`src/rtl/wb_burst_master_if.sv`:
```
// Command, write-data, read-data and Wishbone bus bundle for wb_burst_master.
// The master modport is the DUT side; slave is the user/bus-model side.
// Bus nets keep the slave-side _i/_o suffixes of the attached Wishbone port.
interface wb_burst_master_if #(
    parameter int DW    = 32,
    parameter int AW    = 26,
    parameter int LEN_W = 4
);
    logic               cmd_valid;
    logic               cmd_ready;
    logic               cmd_we;
    logic [AW-1:0]      cmd_addr;
    logic [LEN_W-1:0]   cmd_len;
    logic [DW-1:0]      wdat;
    logic [DW/8-1:0]    wsel;
    logic               wdat_valid;
    logic               wdat_ready;
    logic [DW-1:0]      rdat;
    logic               rdat_valid;
    logic               done;
    logic               err;
    logic               wb_cyc_i;
    logic               wb_stb_i;
    logic               wb_we_i;
    logic [AW-1:0]      wb_addr_i;
    logic [DW-1:0]      wb_dat_i;
    logic [DW/8-1:0]    wb_sel_i;
    logic [2:0]         wb_cti_i;
    logic               wb_ack_o;
    logic [DW-1:0]      wb_dat_o;

    modport master (
        input  cmd_valid, cmd_we, cmd_addr, cmd_len, wdat, wsel, wdat_valid,
               wb_ack_o, wb_dat_o,
        output cmd_ready, wdat_ready, rdat, rdat_valid, done, err,
               wb_cyc_i, wb_stb_i, wb_we_i, wb_addr_i, wb_dat_i, wb_sel_i, wb_cti_i
    );

    modport slave (
        output cmd_valid, cmd_we, cmd_addr, cmd_len, wdat, wsel, wdat_valid,
               wb_ack_o, wb_dat_o,
        input  cmd_ready, wdat_ready, rdat, rdat_valid, done, err,
               wb_cyc_i, wb_stb_i, wb_we_i, wb_addr_i, wb_dat_i, wb_sel_i, wb_cti_i
    );
endinterface

```
`src/rtl/wb_burst_master.sv`:
```
// Wishbone B3 master: one command becomes one cycle of 1..2^LEN_W beats (classic or incr burst).
// Latency: cyc rises the cycle after accept; rdat 1 cycle after ack; done the cycle after last ack.
// Backpressure: write-data underrun drops stb (cyc held); read data has none. Option: WB_MASTER_TIMEOUT_EN.
module wb_burst_master #(
    parameter int DW     = 32,
    parameter int AW     = 26,
    parameter int LEN_W  = 4,
    parameter int TO_CYC = 256
) (
    input  logic                wb_clk_i,
    input  logic                wb_rst_i,
    wb_burst_master_if.master   bus
);
    localparam int BW = LEN_W + 1;

    typedef enum logic [1:0] {S_IDLE, S_BUS, S_DONE} state_t;

    state_t           state_q, state_d;
    logic             cyc_q, cyc_d;
    logic             we_q, we_d;
    logic [AW-1:0]    addr_q, addr_d;
    logic [2:0]       cti_q, cti_d;
    logic [BW-1:0]    beats_q, beats_d;
    logic [DW-1:0]    rdat_q, rdat_d;
    logic             rdat_vld_q, rdat_vld_d;
    logic             done_q, done_d;
    logic             err_q, err_d;
    logic             stb;
    logic             ack_hit;

    // Strobe follows write-data availability so an underrun becomes a master wait state.
    always_comb begin
        stb     = (state_q == S_BUS) && (we_q ? bus.wdat_valid : 1'b1);
        ack_hit = stb && bus.wb_ack_o;
    end

`ifdef WB_MASTER_TIMEOUT_EN
    localparam int TW = $clog2(TO_CYC + 1);
    logic [TW-1:0] to_cnt_q, to_cnt_d;
    logic          to_hit;

    // Count consecutive strobed cycles without ack; the last such cycle aborts the burst.
    always_comb begin
        to_cnt_d = '0;
        to_hit   = 1'b0;
        if (stb && !bus.wb_ack_o) begin
            to_cnt_d = to_cnt_q + TW'(1);
            to_hit   = (to_cnt_q == TW'(TO_CYC - 1));
        end
    end

    // Timeout counter register.
    always_ff @(posedge wb_clk_i) begin
        if (wb_rst_i) to_cnt_q <= '0;
        else          to_cnt_q <= to_cnt_d;
    end
`else
    logic to_hit;
    logic unused_to_cyc;
    assign to_hit        = 1'b0;
    assign unused_to_cyc = (TO_CYC == 0);
`endif

    // Next-state logic: command latch, per-beat address/CTI advance, end-of-cycle pulses.
    always_comb begin
        state_d    = state_q;
        cyc_d      = cyc_q;
        we_d       = we_q;
        addr_d     = addr_q;
        cti_d      = cti_q;
        beats_d    = beats_q;
        rdat_vld_d = ack_hit && !we_q;
        rdat_d     = (ack_hit && !we_q) ? bus.wb_dat_o : rdat_q;
        done_d     = 1'b0;
        err_d      = 1'b0;
        case (state_q)
            S_IDLE: begin
                if (bus.cmd_valid) begin
                    state_d = S_BUS;
                    cyc_d   = 1'b1;
                    we_d    = bus.cmd_we;
                    addr_d  = bus.cmd_addr;
                    beats_d = {1'b0, bus.cmd_len} + BW'(1);
                    // A single beat is a classic cycle; a burst is never on its last beat here.
                    cti_d   = (bus.cmd_len == '0) ? 3'b000 : 3'b010;
                end
            end
            S_BUS: begin
                if (ack_hit) begin
                    addr_d  = addr_q + AW'(1);
                    beats_d = beats_q - BW'(1);
                    if (beats_q == BW'(1)) begin
                        state_d = S_DONE;
                        cyc_d   = 1'b0;
                        done_d  = 1'b1;
                    end else if (cti_q != 3'b000) begin
                        cti_d = (beats_q == BW'(2)) ? 3'b111 : 3'b010;
                    end
                end else if (to_hit) begin
                    state_d = S_DONE;
                    cyc_d   = 1'b0;
                    done_d  = 1'b1;
                    err_d   = 1'b1;
                end
            end
            default: begin
                state_d = S_IDLE;
            end
        endcase
    end

    // State and registered outputs; reset drops the bus immediately without a done pulse.
    always_ff @(posedge wb_clk_i) begin
        if (wb_rst_i) begin
            state_q    <= S_IDLE;
            cyc_q      <= 1'b0;
            we_q       <= 1'b0;
            addr_q     <= '0;
            cti_q      <= 3'b000;
            beats_q    <= '0;
            rdat_q     <= '0;
            rdat_vld_q <= 1'b0;
            done_q     <= 1'b0;
            err_q      <= 1'b0;
        end else begin
            state_q    <= state_d;
            cyc_q      <= cyc_d;
            we_q       <= we_d;
            addr_q     <= addr_d;
            cti_q      <= cti_d;
            beats_q    <= beats_d;
            rdat_q     <= rdat_d;
            rdat_vld_q <= rdat_vld_d;
            done_q     <= done_d;
            err_q      <= err_d;
        end
    end

    assign bus.cmd_ready  = (state_q == S_IDLE);
    assign bus.wb_cyc_i   = cyc_q;
    assign bus.wb_stb_i   = stb;
    assign bus.wb_we_i    = we_q;
    assign bus.wb_addr_i  = addr_q;
    assign bus.wb_dat_i   = bus.wdat;
    assign bus.wb_sel_i   = we_q ? bus.wsel : '1;
    assign bus.wb_cti_i   = cti_q;
    assign bus.wdat_ready = ack_hit && we_q;
    assign bus.rdat       = rdat_q;
    assign bus.rdat_valid = rdat_vld_q;
    assign bus.done       = done_q;
    assign bus.err        = err_q;
endmodule

```
`src/flat_wrapper.sv`:
```
// flat-port wrapper written by rule: the top's interface ports become plain ports
module wb_burst_master_flat 
#(
    parameter int DW     = 32,
    parameter int AW     = 26,
    parameter int LEN_W  = 4,
    parameter int TO_CYC = 256
)
  (wb_clk_i, wb_rst_i, bus_cmd_valid, bus_cmd_we, bus_cmd_addr, bus_cmd_len, bus_wdat, bus_wsel, bus_wdat_valid, bus_wb_ack_o, bus_wb_dat_o, bus_cmd_ready, bus_wdat_ready, bus_rdat, bus_rdat_valid, bus_done, bus_err, bus_wb_cyc_i, bus_wb_stb_i, bus_wb_we_i, bus_wb_addr_i, bus_wb_dat_i, bus_wb_sel_i, bus_wb_cti_i);
  wb_burst_master_if #(.DW(DW), .AW(AW), .LEN_W(LEN_W)) bus_i ();
  input  logic wb_clk_i;
  input  logic wb_rst_i;
  input wire logic [$bits(bus_i.cmd_valid)-1:0] bus_cmd_valid;
  input wire logic [$bits(bus_i.cmd_we)-1:0] bus_cmd_we;
  input wire logic [$bits(bus_i.cmd_addr)-1:0] bus_cmd_addr;
  input wire logic [$bits(bus_i.cmd_len)-1:0] bus_cmd_len;
  input wire logic [$bits(bus_i.wdat)-1:0] bus_wdat;
  input wire logic [$bits(bus_i.wsel)-1:0] bus_wsel;
  input wire logic [$bits(bus_i.wdat_valid)-1:0] bus_wdat_valid;
  input wire logic [$bits(bus_i.wb_ack_o)-1:0] bus_wb_ack_o;
  input wire logic [$bits(bus_i.wb_dat_o)-1:0] bus_wb_dat_o;
  output wire logic [$bits(bus_i.cmd_ready)-1:0] bus_cmd_ready;
  output wire logic [$bits(bus_i.wdat_ready)-1:0] bus_wdat_ready;
  output wire logic [$bits(bus_i.rdat)-1:0] bus_rdat;
  output wire logic [$bits(bus_i.rdat_valid)-1:0] bus_rdat_valid;
  output wire logic [$bits(bus_i.done)-1:0] bus_done;
  output wire logic [$bits(bus_i.err)-1:0] bus_err;
  output wire logic [$bits(bus_i.wb_cyc_i)-1:0] bus_wb_cyc_i;
  output wire logic [$bits(bus_i.wb_stb_i)-1:0] bus_wb_stb_i;
  output wire logic [$bits(bus_i.wb_we_i)-1:0] bus_wb_we_i;
  output wire logic [$bits(bus_i.wb_addr_i)-1:0] bus_wb_addr_i;
  output wire logic [$bits(bus_i.wb_dat_i)-1:0] bus_wb_dat_i;
  output wire logic [$bits(bus_i.wb_sel_i)-1:0] bus_wb_sel_i;
  output wire logic [$bits(bus_i.wb_cti_i)-1:0] bus_wb_cti_i;
  assign bus_i.cmd_valid = bus_cmd_valid;
  assign bus_i.cmd_we = bus_cmd_we;
  assign bus_i.cmd_addr = bus_cmd_addr;
  assign bus_i.cmd_len = bus_cmd_len;
  assign bus_i.wdat = bus_wdat;
  assign bus_i.wsel = bus_wsel;
  assign bus_i.wdat_valid = bus_wdat_valid;
  assign bus_i.wb_ack_o = bus_wb_ack_o;
  assign bus_i.wb_dat_o = bus_wb_dat_o;
  assign bus_cmd_ready = bus_i.cmd_ready;
  assign bus_wdat_ready = bus_i.wdat_ready;
  assign bus_rdat = bus_i.rdat;
  assign bus_rdat_valid = bus_i.rdat_valid;
  assign bus_done = bus_i.done;
  assign bus_err = bus_i.err;
  assign bus_wb_cyc_i = bus_i.wb_cyc_i;
  assign bus_wb_stb_i = bus_i.wb_stb_i;
  assign bus_wb_we_i = bus_i.wb_we_i;
  assign bus_wb_addr_i = bus_i.wb_addr_i;
  assign bus_wb_dat_i = bus_i.wb_dat_i;
  assign bus_wb_sel_i = bus_i.wb_sel_i;
  assign bus_wb_cti_i = bus_i.wb_cti_i;
  wb_burst_master #(.DW(DW), .AW(AW), .LEN_W(LEN_W), .TO_CYC(TO_CYC)) u_core (.wb_clk_i(wb_clk_i), .wb_rst_i(wb_rst_i), .bus(bus_i));
endmodule
```
`config.mk`:
```
export PLATFORM = sky130hd
export DESIGN_NAME = wb_burst_master_flat
export DESIGN_NICKNAME = d
export VERILOG_FILES = /design/src/rtl/wb_burst_master_if.sv /design/src/rtl/wb_burst_master.sv /design/src/flat_wrapper.sv
export SDC_FILE = /design/constraint.sdc
export NUM_CORES = 1
export LEC_CHECK = 0
export ABC_AREA = 1
export CORE_AREA = 2 2 87 123
export CTS_BUF_LIST = sky130_fd_sc_hd__clkbuf_4 sky130_fd_sc_hd__clkbuf_8 sky130_fd_sc_hd__clkbuf_16
export DETAILED_ROUTE_END_ITERATION = 10
export DIE_AREA = 0 0 89 125
export HOLD_SLACK_MARGIN = 0.03
export PLACE_DENSITY = 0.85
export RECOVER_POWER = 50
export SYNTH_ARGS = -nofsm -noshare
export SYNTH_HDL_FRONTEND = slang
export SYNTH_SLANG_ARGS = --single-unit
```
`constraint.sdc`:
```
create_clock -name wb_clk_i -period 1.6 [get_ports wb_clk_i]
set_input_delay 0.48 -clock wb_clk_i [delete_from_list [all_inputs] [get_ports wb_clk_i]]
set_output_delay 0.48 -clock wb_clk_i [all_outputs]
set_load 0.05 [all_outputs]
```
Yosys cells after proc, flatten, opt, wreduce, memory -nomap -nowiden

Cells that the tools add are included.

Register bits after elaboration: 72
Bits of input ports: 104
Output and inout port bits: 105

$add $sub $neg: 3
Equality and inequality tests: 8
Multiplexer cells: 24
Bitwise operators: 2
Reduce and logical (&&, ||, !) cells: 15

Operators by type and width:

| cell                    | number |
|---|---|
| $mux W26                | 2 |
| $pmux W26 S2            | 1 |
| $add A26 B1 Y26 const B | 1 |
| $mux W3                 | 5 |
| $mux W5                 | 2 |
| $pmux W5 S2             | 1 |
| $mux W2                 | 4 |
| $ne A2 B2 Y1 const B    | 4 |
| $pmux W3 S2             | 1 |
| $reduce_and A3 Y1       | 2 |
| $add A4 B1 Y5 const B   | 1 |
| $eq A5 B1 Y1 const B    | 1 |
| $eq A5 B2 Y1 const B    | 1 |
| $mux W1                 | 5 |
| $reduce_and A5 Y1       | 1 |
| $sub A5 B1 Y5 const B   | 1 |
| $logic_and A1 B1 Y1     | 4 |
| $logic_not A4 Y1        | 1 |
| $mux W4                 | 1 |
| $pmux W2 S2             | 1 |
| $reduce_and A4 Y1       | 1 |
| $reduce_bool A3 Y1      | 1 |
| $reduce_or A3 Y1        | 1 |
| $eq A2 B1 Y1 const B    | 1 |
| other kinds (7)         | 8 |

Longest topological paths before layout

Gate-level depths: netlist (run 1).

Word-level depth: 6
Depth in mapped cells: 10

Worst setup path before layout (run 1)

No wires, ideal clock.

Path type: reg2out
Start: register u_core.we_q (netlist: u_core.bus.wb_we_i)
End: output port bus_wdat_ready
Arrival: 1,841 ps
Data required time: 1,120 ps
Path slack: -721 ps
Stages on the path, launching flop included: 6
Buffers on the path: 0
Path through: dfxtp_1 > inv_2 > nor2_4 > nor2_4 > nand2_4 > nor2_1

Longest elaborated chain between the ends: 4

RTL lines:

| element                  | line                   | RTL |
|---|---|---|
| start: declaration       | wb_burst_master.sv:20  | `logic we_q, we_d;` |
| start signal: assignment | wb_burst_master.sv:128 | `we_q <= we_d;` |
| $mux W1                  | wb_burst_master.sv:33  | `stb = (state_q == S_BUS) && (we_q ? bus.wdat_valid : 1'b1);` |
| $logic_and A1 B1 Y1      | wb_burst_master.sv:33  |  |
| net bus_wb_stb_i         | flat_wrapper.sv:29     | `output wire logic [$bits(bus_i.wb_stb_i)-1:0] bus_wb_stb_i;` |
| $logic_and A1 B1 Y1      | wb_burst_master.sv:34  | `ack_hit = stb && bus.wb_ack_o;` |
| $logic_and A1 B1 Y1      | wb_burst_master.sv:147 | `assign bus.wdat_ready = ack_hit && we_q;` |
| end: declaration         | flat_wrapper.sv:23     | `output wire logic [$bits(bus_i.wdat_ready)-1:0] bus_wdat_ready;` |

The timed path passes the listed nets, and every way through them passes these cells.

Worst setup path in the final report (run 1)

Start: register u_core.we_q (netlist: u_core.bus.wb_we_i)
End: output port bus_wdat_ready

Longest elaborated chain between the ends: 4

RTL lines:

| element               | line |
|---|---|
| $mux W1               | wb_burst_master.sv:33 |
| $logic_and A1 B1 Y1   | wb_burst_master.sv:33 |
| $logic_and A1 B1 Y1   | wb_burst_master.sv:34 |
| $logic_and A1 B1 Y1 * | wb_burst_master.sv:147 |

Mark *: on every way between the ends. The rest lies on a longest branch, timed or not.

==> impl_metrics.ini, run 1 <==
[setup_path]
cp_data_required_time_ps = 1120
cpMostUsedCell = nor2_4
criticalPathCategory = reg -> out
worst_ep_arrival_time_ps = 1220
crit_path_cell_trace = inv_6 > nor2_4 > nor2_4 > nand2_4 > nor2_4 > buf_12
critical-path-slowest-cell = dfxtp_4
critical_path_fanouts_max = 6
kind_of_cell_adding_the_most_delay_to_the_critical_path = flip-flops
critical_path_buf_inv_count = 2
worstSetupEndpointType = primary output
slowest_delay_ps = 350
worst_setup_path_start_kind = register

[die]
die_area_mm2 = 0.01113
start_util_pct = 38.83
io_pins = 209
fp.dieW_um = 89
placement_rows = 44
dieHeight_um = 125
core_region_area_mm2 = 0.01013

[yosys]
netlist.area_leader.share_pct = 36.13
synth_area_per_cell_um2 = 6.578
netlist_top_cells_count = nand2_1 (123), nor2_1 (120), dfxtp_1 (71), o21ai_0 (67), inv_1 (37)
syn-instance-count = 598
yosysWarningCount = 0
synth_area_leader_cell = dfxtp_1
synthMostInstantiatedCell = nand2_1
synth_sequential_area_ratio_pct = 36.13
ys_ff_latch = 71
synth-async-reset-ratio_pct = 0
synthDistinctLibCells = 30
netlist_area_mm2 = 0.003934
synthFlopType = dfxtp_1
synth_enable_flop_cells = 0
synth_area_leaders = dfxtp_1 (36%), nand2_1 (12%), nor2_1 (11%)
postSynthNetCount = 708

[cells_and_area]
final_core_density_pct = 62.59
antenna_cells_inserted = 0
area_overhead_of_the_layout_relative_to_synthesis_pct = 61.16
post_route_cells_drive_above_1_share_pct = 27.20
final_design_area_excluding_fillers_mm2 = 0.006340
final_cells = 888
layout.filler_cells = 863
fin_nets = 855

[sta]
hold_violations = 0
grt_setup_unrepaired = yes
slew_viol_final = 0
min_clock_period_post_route_ps = 1701
finalWorstSetupSlack_ps = -100.8
timing.fmax_ghz = 0.5880
finalHoldWorstSlack_ps = 500.4
fin_crit_sh_pct = 106.3
timing.clock.skew_ps = 5.931
finalSetupViolations = 2

[cts]
cts_sinks = 71
worst_skew_pair.late_latency_ps = 320
maximum_level_of_the_cts_h_tree = 3
cts_inserted_buffers = 9
cts_hold_buffers = 0
ctsRootBufferMaster = clkbuf_16
tritoncts = yes
clock_tree.buffer_depth = 2
clk_pin_slew_ps = 50

[power]
totalPowerFinal_mw = 6.068
p_per_area_mw_per_mm2 = 957.2
irDropWorstVdd_mv = 0.7036
p_leak_nw = 2.633

[routing]
detail_route.wirelength_um = 13210
vias_per_cell = 5.084
initialDrtViolationCount = 206
route.detailed.drc = 0
routed_wire_length_per_instance_um = 14.88
ant_nets = 0
first_pass_iters = 5
dr_total_vias = 4515

[flow_run]
max-cap-violations = 0

[placement]
place.detailed.hpwl_um = 8878
gp_routability_congestion = 0.9016
io_buffer_count = 143
placed_cells_incl_taps = 855
placedInstanceArea_mm2 = 0.006208

[grt]
global_route.overflow_total = 0
grt_pass1_vias = 4368
grt_start_max_net_pins = 43
initial_antenna_violation_count = 0
globalRouteTotalUtil_pct = 21.86
grt_first_pass_wirelength_um = 19580

[hold_path]
hold_class = reg -> reg

[status]
status = finished with violations
failed_checks = negative setup slack
==> repair_timing <==
| item | 4_1_cts | 5_1_grt |
|---|---|---|
| cloned | 1 | 5 |
| buffers inserted | 4 | 7 |
| setup endpoints to repair | 69 | 65 |
| pin swaps | 9 | 8 |
| resized for setup | 23 | 45 |
==> worst min-delay path, cell delays in order, from the launching register on <==
cell,delay [ps]
dfxtp_1,330
o21ai_1,70
nor2_1,70
==> through the flow <==
stage          setup TNS (ps)  setup slack, ps
5_1_grt                 -1208           -137.4
3_5_place_dp           -30890           -510.4
4_1_cts                -248.3           -117.5
3_3_place_gp           -27470           -440.9
2_1_floorplan          -231.9           -198.0
6_report               -163.2           -100.8
==> cells by family (layout without fill, tap and decap cells) <==
| group | count (synthesis) | after routing | synth area share, % |
|---|---|---|---|
| simple gates | 296 | 297 | 31.42 |
| compound gates | 121 | 121 | 16.32 |
| buf+inv | 100 | 251 | 13.45 |
| flops | 71 | 71 | 36.13 |
| fa+ha+maj | 6 | 6 | 1.908 |
| xor+xnor | 3 | 3 | 0.6681 |
| other cells | 1 | 1 | 0.09533 |
==> metal layers <==
metal	track usage (%)	vias to the layer above	wire, µm
met5	0	-	0
met4	10.18	0	527
met3	5.017	57	900
met2	39.24	205	7126
met1	23.43	2074	4660
li1	-	2179	-
==> layout make-up <==
type,count,area (µm²),area share [%]
clock buffer,13,274.0,4.322
clock inverter,3,40.04,0.6315
inverter,40,163.9,2.585
multi-input combinational,428,2122,33.47
sequential,71,1443,22.76
tap,138,172.7,2.724
timing repair buffer,195,2125,33.51
==> sequential cells by signal (all words and copies together), names as in the netlist <==
signal and cells:
u_core.beats_q 5, u_core.bus.done 1, u_core.bus.rdat 32, u_core.bus.rdat_valid 1, u_core.bus.wb_addr_i 26, u_core.bus.wb_cti_i 2, u_core.bus.wb_cyc_i 1, u_core.bus.wb_we_i 1
u_core.state_q 2
==> cells in the final DEF, fill, tap and decap left out, drive strengths merged <==
master,n
a21o,1
dlygate4sd2,6
buf,83
nor3,5
o31ai,4
o21ai,73
inv,39
nor2,129
clkinvlp,1
nand2,126
xnor2,2
clkdlybuf4s50,64
ha,6
or2,5
conb,1
a31oi,4
a21oi,36
clkinv,2
o21bai,2
nor4,1
dfxtp,71
xor2,1
nand3,29
bufinv,1
dlygate4sd3,1
a211oi,1
nand4,2
clkbuf,54
==> path summary, 6_finish.rpt <==
kind	startpoint	end	slack, ps	depth (start not counted)
max reg2reg	u_core.bus.wb_addr_i[9]	u_core.bus.wb_addr_i[25]	10	10
min	u_core.bus.rdat[4]	u_core.bus.rdat[4]	500	2
min reg2reg	u_core.bus.rdat[4]	u_core.bus.rdat[4]	500	2
max	u_core.bus.wb_we_i	bus_wdat_ready	-100	6
==> power breakdown <==
part,leakage (nW),total [mW],internal (mW),switching (mW)
Combinational,1.89,1.90,0.829,1.07
Clock,0.159,2.11,1.35,0.760
Sequential,0.587,2.06,1.91,0.147
Power figures use the tool's default switching activity.
==> run 2: changes to the inputs <==
--- a/config.mk
+++ b/config.mk
@@ -13,6 +13,7 @@
 export HOLD_SLACK_MARGIN = 0.03
 export PLACE_DENSITY = 0.85
 export RECOVER_POWER = 50
+export SETUP_SLACK_MARGIN = 0.5
 export SYNTH_ARGS = -nofsm -noshare
 export SYNTH_HDL_FRONTEND = slang
 export SYNTH_SLANG_ARGS = --single-unit
==> impl_metrics.ini, run 2 (synthesis results as in run 1) <==
[sta]
min_clock_period_post_route_ps = 1777
finalSetupViolations = 71
worstMarginPinSlew_ps = 497.8
fin_crit_sh_pct = 111.0
relSlewSlack_pct = 66.46
finalWorstSetupSlack_ps = -176.6
fin_setup_tns_ps = -7413
slew_viol_final = 0
timing.clock.skew_ps = 5.576
finalHoldWorstSlack_ps = 522.4
timing.fmax_ghz = 0.5629
hold_violations = 0
grt_setup_unrepaired = yes

[placement]
placedInstanceArea_mm2 = 0.006201
place.detailed.hpwl_um = 8843
placed_cells_incl_taps = 844
place_worst_setup_slack_ps = -443.6
gp_routability_congestion = 0.9031
io_buffer_count = 143

[cells_and_area]
footprint_of_the_multi_input_gates_mm2 = 0.002580
area_overhead_of_the_layout_relative_to_synthesis_pct = 108.9
post_route_cells_drive_above_1_share_pct = 48.38
layout.cells.most_common = nand2_1
final_design_area_excluding_fillers_mm2 = 0.008219
final_cell_mix = nand2_1 (104), buf_12 (85), nor2_1 (79), clkdlybuf4s50_1 (63), buf_4 (56)
fin_nets = 905
layout.filler_cells = 548
antenna_cells_inserted = 0
final_cells = 938
register_area_mm2 = 0.001592
final_core_density_pct = 81.14
largest_reg_flops = 32

[cts]
cts_inserted_buffers = 9
clock_tree.buffer_depth = 2
clk_pin_slew_ps = 60
cts_sinks = 71
tritoncts = yes
maximum_level_of_the_cts_h_tree = 3
cts_hold_buffers = 0
worst_skew_pair.late_latency_ps = 340
ctsRootBufferMaster = clkbuf_16

[power]
p_per_area_mw_per_mm2 = 825.4
netSwitchingPower_mw = 2.416
share_clk_of_total_power_pct = 28.7
internal_power_mw = 4.368
share_of_power_burned_in_combinational_logic_pct = 40.1
p_seq_share_pct = 31.2
p_leak_nw = 3.285
power.switching_fraction_pct = 35.62
totalPowerFinal_mw = 6.784
irDropWorstVdd_mv = 0.8210

[hold_path]
hold_class = reg -> reg
hold_depth = 2
worst_hold_startpoint = u_core.bus.wb_addr_i[5]
min_delay_worst_endpoint = u_core.bus.wb_addr_i[5]

[setup_path]
worst_ep_arrival_time_ps = 1300
worst-path-stages = 4
worstReg2RegStart = u_core.bus.wb_we_i
kind_of_cell_adding_the_most_delay_to_the_critical_path = flip-flops
critical_path_fanouts_max = 4
worstReg2RegEnd = u_core.bus.rdat[20]
cp_data_required_time_ps = 1120
criticalPathCategory = reg -> out
slowest_delay_ps = 370
worstSetupEndpointType = primary output
crit_path_cell_trace = clkinv_4 > buf_4 > or2_4 > buf_8
critical_path_buf_inv_count = 3
rrSetupSlack_ps = -180
worst_setup_path_start_kind = register
critical-path-slowest-cell = dfxtp_4
reg2regPathDepth = 12

[die]
start_util_pct = 38.83
fp.dieW_um = 89
placement_rows = 44
io_pins = 209
dieHeight_um = 125
die_area_mm2 = 0.01113
core_region_area_mm2 = 0.01013

[routing]
route.detailed.drc = 0
first_pass_iters = 4
routed_wire_length_per_instance_um = 20.44
ant_nets = 0
initialDrtViolationCount = 310
dr_total_vias = 5167
vias_per_cell = 5.509
detail_route.wirelength_um = 19170

[flow_run]
max-cap-violations = 0

[status]
status = finished with violations
failed_checks = negative setup slack

[grt]
initial_antenna_violation_count = 0
grt_first_pass_wirelength_um = 25960
grt_pass1_vias = 5238
grt_start_max_net_pins = 36
global_route.overflow_total = 0
globalRouteTotalUtil_pct = 30.12
[run 2: routing by layer]
metal	global-route usage (%)	part of all wire, %
met1	30.94	32
met2	54.26	52
met3	7.393	8.3
met4	15.89	7.3
met5	0	0
[run 2: final cells by class]
cell class	instances	share of cell area [%]
clock buffers	11	3.075
clock inverters	5	0.3806
inverters	40	2.116
multi-input cells	427	31.39
flip-flops and latches	71	19.36
well taps	138	2.101
repair buffers	244	41.24
repair inverters	2	0.3349
[run 2: how the worst max path moves through the flow]
stage	to	slack (ps)	startpoint
5_1_grt	u_core.bus.rdat[20]	-240	u_core.bus.wb_we_i
4_1_cts	bus_wdat_ready	-110	u_core.bus.wb_we_i
2_1_floorplan	bus_wdat_ready	-190	u_core.bus.wb_we_i
3_5_place_dp	bus_wdat_ready	-440	bus_wdat_valid
3_3_place_gp	bus_wdat_ready	-430	bus_wdat_valid
6_report	bus_wb_sel_i[1]	-180	u_core.bus.wb_we_i
[run 2: repair_timing]
action                                  in CTS  in global routing
buffers inserted                            46                 19
cloned                                      10                  3
resized for setup                          208                100
endpoints found under the setup margin     143                143
pin swaps                                   33                 42
[run 2: worst reg2reg max path, delay by kind of cell, from the launching register on]
kind            cells  cell delay (ps)
compound gates      1              100
simple gates        5              560
flops               1              360
buf+inv             6              700
[run 2: power groups by stage]
stage               clock network (mW)  logic [mW]  registers, mW
CTS                               1.93        2.37           2.10
global placement                     0        1.85           2.15
finish                            1.95        2.72           2.12
floorplan                            0       0.840           2.49
global route                      2.05        2.82           2.13
detailed placement                   0        1.87           2.16
==> run 3: changes to the inputs <==
--- a/config.mk
+++ b/config.mk
@@ -6,12 +6,13 @@
 export NUM_CORES = 1
 export LEC_CHECK = 0
 export ABC_AREA = 1
-export CORE_AREA = 2 2 87 123
+export CORE_AREA = 2 2 125 91
 export CTS_BUF_LIST = sky130_fd_sc_hd__clkbuf_4 sky130_fd_sc_hd__clkbuf_8 sky130_fd_sc_hd__clkbuf_16
+export CTS_CLUSTER_DIAMETER = 80
 export DETAILED_ROUTE_END_ITERATION = 10
-export DIE_AREA = 0 0 89 125
+export DIE_AREA = 0 0 127 93
 export HOLD_SLACK_MARGIN = 0.03
-export PLACE_DENSITY = 0.85
+export PLACE_DENSITY = 0.82
 export RECOVER_POWER = 50
 export SETUP_SLACK_MARGIN = 0.5
 export SYNTH_ARGS = -nofsm -noshare
==> impl_metrics.ini, run 3 (synthesis results as in run 1) <==
[hold_path]
worst_hold_startpoint = u_core.bus.rdat[6]
hold_class = reg -> reg
hold_depth = 2
min_delay_worst_endpoint = u_core.bus.rdat[6]

[power]
totalPowerFinal_mw = 6.824
p_leak_nw = 3.019
irDropWorstVdd_mv = 0.6900
p_per_area_mw_per_mm2 = 904.6

[setup_path]
worstReg2RegEnd = u_core.bus.wb_addr_i[6]
rrSetupSlack_ps = -160
worstSetupEndpointType = primary output
criticalPathCategory = reg -> out
cp_data_required_time_ps = 1120
worst_setup_path_start_kind = register
reg2regPathDepth = 9
worst_ep_arrival_time_ps = 1290
critical_path_fanouts_max = 2
worstReg2RegStart = u_core.state_q[1]

[cells_and_area]
layout.filler_cells = 762
largest_reg_flops = 32
area_overhead_of_the_layout_relative_to_synthesis_pct = 91.76
layout.cells.most_common = nand2_1
fin_nets = 883
final_cells = 914
final_cell_mix = nand2_1 (114), nor2_1 (98), buf_12 (76), clkdlybuf4s50_1 (64), buf_4 (50)
antenna_cells_inserted = 0
post_route_cells_drive_above_1_share_pct = 38.95

[routing]
dr_total_vias = 4887
first_pass_iters = 5
routed_wire_length_per_instance_um = 17.53
route.detailed.drc = 0
ant_nets = 0
detail_route.wirelength_um = 16020
vias_per_cell = 5.347
initialDrtViolationCount = 473

[placement]
gp_routability_congestion = 0.8899
placed_cells_incl_taps = 847
place.detailed.hpwl_um = 8924
io_buffer_count = 143

[grt]
grt_pass1_vias = 4615
grt.met1_usage_pct = 29.74
grt_start_max_net_pins = 34
grt_first_pass_wirelength_um = 23080
globalRouteTotalUtil_pct = 24.85
global_route.usage.met3_pct = 8.924
busiest_layer = met2
global_route.overflow_total = 0
initial_antenna_violation_count = 0
use_met2_pct = 42.03

[sta]
finalWorstSetupSlack_ps = -171.6
fin_setup_tns_ps = -2947
timing.clock.skew_ps = 7.782
fin_crit_sh_pct = 110.7
min_clock_period_post_route_ps = 1772
timing.fmax_ghz = 0.5645
hold_violations = 0
finalSetupViolations = 37
slew_viol_final = 0
grt_setup_unrepaired = yes
finalHoldWorstSlack_ps = 521.2

[status]
failed_checks = negative setup slack
status = finished with violations

[die]
die_area_mm2 = 0.01181
io_pins = 209
start_util_pct = 36.94
placement_rows = 32
dieHeight_um = 93
fp.dieW_um = 127
core_region_area_mm2 = 0.01065

[cts]
cts_hold_buffers = 0
cts_sinks = 71
tritoncts = yes
cts_inserted_buffers = 9
maximum_level_of_the_cts_h_tree = 3
worst_skew_pair.late_latency_ps = 340
clock_tree.buffer_depth = 2
ctsRootBufferMaster = clkbuf_16
clk_pin_slew_ps = 60

[flow_run]
max-cap-violations = 0
-- run 3: area by class of cell --
class                      count  area (µm²)  share of cell area (%)
clock inverter                 6       90.09                   1.194
timing repair buffer         224        3014                   39.96
multi-input combinational    427        2272                   30.12
tap                          136       170.2                   2.256
inverter                      40       192.7                   2.554
clock buffer                  10       250.2                   3.317
sequential                    71        1554                   20.60
-- run 3: critical path: stages, from the launching register on --
cell and delay [ps]:
dfxtp_2 330, buf_6 110, nor2_1 330, buf_12 190
-- run 3: worst max-delay path by stage --
stage                        from                endpoint  slack, ps
3_3_place_gp       bus_wdat_valid          bus_wdat_ready       -440
5_1_grt        u_core.bus.wb_we_i          bus_wdat_ready       -210
3_5_place_dp       bus_wdat_valid  u_core.bus.wb_cti_i[1]       -460
4_1_cts        u_core.bus.wb_we_i          bus_wdat_ready       -120
2_1_floorplan  u_core.bus.wb_we_i          bus_wdat_ready       -190
6_report        u_core.state_q[1]           bus_cmd_ready       -170
-- run 3: power by group --
part	internal (mW)	leakage (nW)	total [mW]	switching, mW
sequential	1.92	0.611	2.10	0.183
combinational	1.20	2.25	2.44	1.25
clock	1.46	0.160	2.28	0.819
total	4.57	3.02	6.82	2.25
-- run 3: what timing repair did --
item | in CTS | in global routing
endpoints found under the hold margin | 0 | 0
endpoints found under the setup margin | 143 | 143
pin swaps | 20 | 30
cloned | 7 | 0
setup buffers | 38 | 6
gates resized for setup | 157 | 56
-- run 3: per-stage QoR --
stage	setup slack (ps)	area [µm²]	util, %
after global placement	-438.1	6186	58.08
after floorplan	-188.9	4199	-
after CTS	-116.6	7397	69.45
after detailed placement	-464.0	6186	58.08
after global routing	-212.9	7543	70.83
final	-171.6	7543	70.83
-- run 3: metal layers --
layer,vias up,share of wire [%]
met2,272,50
met3,47,8.8
li1,2248,-
met4,0,2.2
met5,-,0
met1,2320,39
